**src/rtl/operand_fetch_pkg.sv**
```systemverilog
// operand_fetch_pkg
//   Shared constants and types for the operand fetch slice.
//   - DEF_DATA_W : default operand / register width in bits
//   - DEF_NREG   : default number of general registers
//   - DEF_ADDR_W : register index width, log2(DEF_NREG)
//   - of_state_t : output-stage state encoding (EMPTY=0, FULL=1)
package operand_fetch_pkg;

  localparam int DEF_DATA_W = 8;
  localparam int DEF_NREG   = 4;
  localparam int DEF_ADDR_W = $clog2(DEF_NREG);

  // The state value doubles as out_valid, so the encoding is fixed.
  typedef enum logic {
    EMPTY = 1'b0,
    FULL  = 1'b1
  } of_state_t;

endpackage

```
**src/rtl/regfile_4x8.sv**
```systemverilog
// regfile_4x8
//   General register storage: one synchronous write port and two
//   combinational read ports. All entries clear asynchronously on rst.
//   Ports:
//     clk, rst               : clock, asynchronous active-high reset
//     wr_en, wr_addr, wr_data: write port, applied on the rising edge
//     rd_addr_a, rd_data_a   : read port A (combinational)
//     rd_addr_b, rd_data_b   : read port B (combinational)
//   Reads return the stored value only; write-to-read forwarding is
//   handled by the caller.
module regfile_4x8
  import operand_fetch_pkg::*;
#(
  parameter int DATA_W = DEF_DATA_W,
  parameter int NREG   = DEF_NREG,
  parameter int ADDR_W = DEF_ADDR_W
) (
  input  logic              clk,
  input  logic              rst,
  input  logic              wr_en,
  input  logic [ADDR_W-1:0] wr_addr,
  input  logic [DATA_W-1:0] wr_data,
  input  logic [ADDR_W-1:0] rd_addr_a,
  output logic [DATA_W-1:0] rd_data_a,
  input  logic [ADDR_W-1:0] rd_addr_b,
  output logic [DATA_W-1:0] rd_data_b
);

  logic [DATA_W-1:0] mem [NREG];

  always_ff @(posedge clk or posedge rst) begin
    if (rst) begin
      for (int i = 0; i < NREG; i++) begin
        mem[i] <= '0;
      end
    end else if (wr_en) begin
      mem[wr_addr] <= wr_data;
    end
  end

  assign rd_data_a = mem[rd_addr_a];
  assign rd_data_b = mem[rd_addr_b];

endmodule

```
**src/rtl/operand_fetch.sv**
```systemverilog
// operand_fetch
//   Reads two operands from a small register file and presents them,
//   together with a registered select bit, to a downstream byte mux
//   through a one-entry output stage.
//   Ports:
//     clk, rst                    : clock, asynchronous active-high reset
//     wr_en, wr_addr, wr_data     : register file write port
//     in_valid, in_ready          : request handshake
//     src_a, src_b, sel_in        : request payload (operand indices, select)
//     out_valid, out_ready        : bundle handshake toward the mux
//     in0, in1, select            : operand bundle driven into the mux
//     fetch_count                 : accepted requests, modulo 256
//
//   Handshake: a transfer happens on a rising edge where valid and ready
//   are both high. in_ready = !rst && (EMPTY || out_ready), so a FULL
//   stage that is being drained can take the next request in the same
//   cycle with no bubble. out_valid is held until out_ready is seen;
//   the bundle does not change while out_valid=1 and out_ready=0.
//
//   The output-stage state is observable directly: out_valid is the
//   state register (EMPTY=0, FULL=1).
module operand_fetch
  import operand_fetch_pkg::*;
#(
  parameter int DATA_W = DEF_DATA_W,
  parameter int NREG   = DEF_NREG,
  localparam int ADDR_W = $clog2(NREG)
) (
  input  logic              clk,
  input  logic              rst,
  input  logic              wr_en,
  input  logic [ADDR_W-1:0] wr_addr,
  input  logic [DATA_W-1:0] wr_data,
  input  logic              in_valid,
  output logic              in_ready,
  input  logic [ADDR_W-1:0] src_a,
  input  logic [ADDR_W-1:0] src_b,
  input  logic              sel_in,
  output logic              out_valid,
  input  logic              out_ready,
  output logic [DATA_W-1:0] in0,
  output logic [DATA_W-1:0] in1,
  output logic              select,
  output logic [7:0]        fetch_count
);

  of_state_t         state_q;
  of_state_t         state_d;
  logic              accept;
  logic [DATA_W-1:0] rd_a;
  logic [DATA_W-1:0] rd_b;
  logic              hit_a;
  logic              hit_b;
  logic [DATA_W-1:0] op_a;
  logic [DATA_W-1:0] op_b;

  regfile_4x8 #(
    .DATA_W (DATA_W),
    .NREG   (NREG),
    .ADDR_W (ADDR_W)
  ) u_regfile (
    .clk       (clk),
    .rst       (rst),
    .wr_en     (wr_en),
    .wr_addr   (wr_addr),
    .wr_data   (wr_data),
    .rd_addr_a (src_a),
    .rd_data_a (rd_a),
    .rd_addr_b (src_b),
    .rd_data_b (rd_b)
  );

  // Forward a same-cycle write so an accepted request sees the value
  // being written rather than the stale entry.
  assign hit_a = wr_en && (wr_addr == src_a);
  assign hit_b = wr_en && (wr_addr == src_b);
  assign op_a  = hit_a ? wr_data : rd_a;
  assign op_b  = hit_b ? wr_data : rd_b;

  // rst gates in_ready so nothing is accepted while reset is held.
  assign in_ready = !rst && ((state_q == EMPTY) || out_ready);
  assign accept   = in_valid && in_ready;

  // Output-stage state machine.
  always_ff @(posedge clk or posedge rst) begin
    if (rst) begin
      state_q <= EMPTY;
    end else begin
      state_q <= state_d;
    end
  end

  always_comb begin
    state_d = state_q;
    if (accept) begin
      state_d = FULL;
    end else if ((state_q == FULL) && out_ready) begin
      state_d = EMPTY;
    end
  end

  assign out_valid = (state_q == FULL);

  // Bundle registers only load on acceptance; they hold their last value
  // after the bundle drains so the mux inputs stay quiet.
  always_ff @(posedge clk or posedge rst) begin
    if (rst) begin
      in0    <= '0;
      in1    <= '0;
      select <= 1'b0;
    end else if (accept) begin
      in0    <= op_a;
      in1    <= op_b;
      select <= sel_in;
    end
  end

  // Accepted-request counter, wraps naturally at 8 bits.
  always_ff @(posedge clk or posedge rst) begin
    if (rst) begin
      fetch_count <= 8'd0;
    end else if (accept) begin
      fetch_count <= fetch_count + 8'd1;
    end
  end

endmodule

```
**config.mk**
```make
export PLATFORM = sky130hd
export DESIGN_NAME = operand_fetch
export DESIGN_NICKNAME = d
export VERILOG_FILES = /design/src/rtl/operand_fetch_pkg.sv /design/src/rtl/regfile_4x8.sv /design/src/rtl/operand_fetch.sv
export SDC_FILE = /design/constraint.sdc
export NUM_CORES = 1
export LEC_CHECK = 0
export BUFFER_PORTS_ARGS = -buffer_cell sky130_fd_sc_hd__buf_2
export CAP_MARGIN = 20
export CORE_MARGIN = 1
export CORE_UTILIZATION = 56
export DETAILED_ROUTE_END_ITERATION = 12
export GPL_ROUTABILITY_DRIVEN = 0
export HOLD_SLACK_MARGIN = 0.06
export PLACE_DENSITY = 0.79
export SYNTH_ARGS = -nofsm -noshare
export SYNTH_HDL_FRONTEND = slang
export SYNTH_SLANG_ARGS = --single-unit
```
**constraint.sdc**
```tcl
create_clock -name clk -period 2.2 [get_ports clk]
set_clock_uncertainty 0.2 [all_clocks]
set_input_delay 0.11 -clock clk [delete_from_list [all_inputs] [get_ports clk]]
set_output_delay 0.11 -clock clk [all_outputs]
set_load 0.01 [all_outputs]
```
==> impl_metrics.yaml <==
place:
  port_buffers: 46
  post-dp-hpwl_um: 3810
  dp_slack_ns: 0.551
timing:
  finalWorstSetupSlack_ns: 0.272
  slew_viol_final: 0
  period_minus_slack_ns: 1.93
  slew_headroom_pct: 60.7
  hold_violations: 0
  finalCritPeriodShare_pct: 87.6
  setup-tns-final_ns: 0
  rsz0062_at_grt: "no"
  max_freq_mhz: 519
  tightest_slew_ns: 0.589
  setup_viol: 0
die:
  initial_utilization_pct: 59.1
  die_height_um: 73.3
  die_w_um: 73.3
  coreArea_um2: 4820
  io_pins: 47
  die_area_um2: 5370
  row_count: 25
worst_setup_path:
  cp_max_fo: 15
  path_cells: "dlygate4sd3_1 > buf_2 > clkinvlp_4 > nand3_2 > nand2_1 > dlygate4sd3_1"
  max_stage_delay_ns: 0.56
  crit_type: "input pin to register"
  path_buf_inv: 4
  r2r_slack_ns: 0.57
  r2r-start: "out_valid"
  critPathMostFrequentCell: "dlygate4sd3_1"
  cpLargestDelayFamily: "buffers and inverters"
  critPathRequiredTime_ns: 2.21
  r2r-end: "out_valid"
  cp-start-kind: "input pin"
  worst_ep_arrival_time_ns: 1.94
  reg2reg_depth: 4
  crit_path_end_kind: "register"
  critPathSlowestCell: "dlygate4sd3_1"
clock_network:
  path_clk_slew_ns: 0.06
  clk_path_buf_depth: 2
  cts_tree: "built"
  clk_latency_ns: 0.33
  cts_resized: 0
  h-tree-depth: 3
  cts-buffers-inserted: 9
  cts_root_buffer: "clkbuf_8"
  cts.sinks: 58
detailed_routing:
  viasPerCell: 5.50
  vias: 1844
  postRouteAntennaNets: 0
  dr.pass1.iters: 4
  routed_wl_um: 5440
  wire_per_inst_um: 16.2
  drt_iter0_drc: 95
  drc: 0
global_route:
  grt_pass1_vias: 1826
  track_usage_pct: 23.6
  antenna_found_initial: 0
  grt_max_degree: 48
  globalRoute.totalOverflow: 0
  grt_pass1_wl_um: 9060
yosys:
  synth_edf_count: 0
  synth_top_area_share_pct: 51.0
  synth_area_leader_cell: "dfrtp_1"
  synth_seq_area_share_pct: 51.0
  ys_warn_count: 0
  ys_types: 26
  syn_avg_cell_area_um2: 13.9
  ys.flop_type: "dfrtp_1"
  synthTopCellsByArea: "dfrtp_1, mux2_2, mux4_2, mux2i_1, a21oi_1"
  ys_ff_latch: 58
  synthArstFlopShare_pct: 100
  synth_fp_nets: 226
  syn_inst: 205
  synth_area_um2: 2850
power:
  p_comb_share_pct: 25.5
  clock_power_share_pct: 26.4
  seqPwrFrac_pct: 48.1
  p_sw_share_pct: 29.1
  ir_drop_v: 0.000563
  cellLeakagePower_nw: 1.56
  netSwitchingPower_w: 0.000894
  power_density_nw_per_um2: 907
  power.internal_w: 0.00218
outcome:
  status: "complete, no violations"
cells_and_area:
  syn_to_final_growth_pct: 19.3
  final_util_pct: 70.4
  drive_gt1_share_pct: 42.9
  layout.nets: 287
  diodes: 0
min_path:
  hp-class: "input pin to async pin"
flow_run:
  drv_cap: 0
metrics by stage:
step / hold WS, ns / total power (W) / instance area, um2 / cells
2_1_floorplan: 0.0154 / 0.00200 / 2850 / 205
3_3_place_gp: -0.113 / 0.00223 / 3100 / 309
3_5_place_dp: -0.109 / 0.00227 / 3100 / 309
4_1_cts: 0.0851 / 0.00309 / 3390 / 335
5_1_grt: 0.114 / 0.00325 / 3390 / 335
6_report: 0.0881 / 0.00308 / 3390 / 335
worst min-delay path, cell delays in order:
cell and delay (ns):
dlygate4sd3_1 0.53, buf_2 0.13, clkinvlp_4 0.23
layout make-up:
class                           instances  area [um2]
Inverter                                1        7.51
Fill cell                             377        1420
Multi-Input combinational cell        135        1320
Clock buffer                           13         159
Sequential cell                        58        1450
Tap cell                               67        83.8
Timing Repair Buffer                   61         375
synth_stat cells (2+ instances only):
cell type	number
dfrtp_1	58
mux2_2	32
nor2_1	17
a21oi_1	16
mux2i_1	16
mux4_2	16
nand2_1	10
xnor2_1	7
buf_2	5
xor2_1	4
buf_4	3
nand3_1	3
buf_6	2
nand3_4	2
nand3b_1	2
nor3_1	2
cell families (layout without fill, tap and decap cells):
| logic type | Yosys count | in the layout | share of synthesized area [%] |
|---|---|---|---|
| AO/OA/AOI/OAI | 16 | 16 | 2.81 |
| XOR/XNOR | 11 | 11 | 3.39 |
| adder cells (fa/ha/maj) | 1 | 1 | 0.440 |
| buffers and inverters | 12 | 75 | 2.73 |
| flip-flops | 58 | 58 | 51.0 |
| multiplexers | 64 | 64 | 31.0 |
| AND/OR/NAND/NOR | 43 | 43 | 8.66 |
flip-flops by register name (all words and copies together) (netlist names):
| register | count |
|---|---|
| out_valid | 1 |
| u_regfile.mem | 32 |
| in1 | 8 |
| select | 1 |
| fetch_count | 8 |
| in0 | 8 |
cells in the final DEF (no fill, tap or decap):
master	instances
and2_2	1
nand3_2	1
mux2_2	32
nor4_1	1
ha_1	1
nand2_1	10
nor3b_4	1
nand4_1	1
nand3b_1	2
buf_4	2
nor2_1	17
dlygate4sd3_1	13
nand3_4	2
xnor2_1	7
clkinvlp_4	1
dfrtp_1	58
clkbuf_8	11
and3_2	1
buf_2	46
mux2i_1	16
mux4_2	16
a21oi_1	16
nand3_1	3
clkbuf_1	2
nand2b_4	1
nor3_1	2
xor2_1	4
worst max-delay path by stage:
stage / start / endpoint / slack, ns / depth (start not counted)
6_report: rst / out_valid / 0.27 / 6
5_1_grt: rst / out_valid / 0.14 / 6
4_1_cts: rst / out_valid / 0.29 / 6
3_5_place_dp: rst / in1[3] / 0.55 / 6
3_3_place_gp: rst / in0[2] / 0.62 / 6
2_1_floorplan: rst / in1[3] / 0.05 / 6
what timing repair did:
action | 4_1_cts | 5_1_grt
hold buffers | 13 | 0
buffers inserted | 0 | 0
hold endpoints to repair | 110 | 0
routing by layer:
layer	track usage (%)	vias to the layer above	part of all wire, %
met3	4.53	10	4.3
met4	12.4	0	2.0
met2	36.7	48	47
met5	0	-	0
met1	31.7	916	47
li1	-	870	-
power by group through the flow:
stage | sequential [W] | clock, W | combinational [W]
floorplan | 0.00152 | 0 | 0.000479
global placement | 0.00148 | 0 | 0.000750
detailed placement | 0.00150 | 0 | 0.000768
CTS | 0.00148 | 0.000822 | 0.000791
global route | 0.00151 | 0.000876 | 0.000863
finish | 0.00148 | 0.000812 | 0.000785
Power figures use the tool's default switching activity.
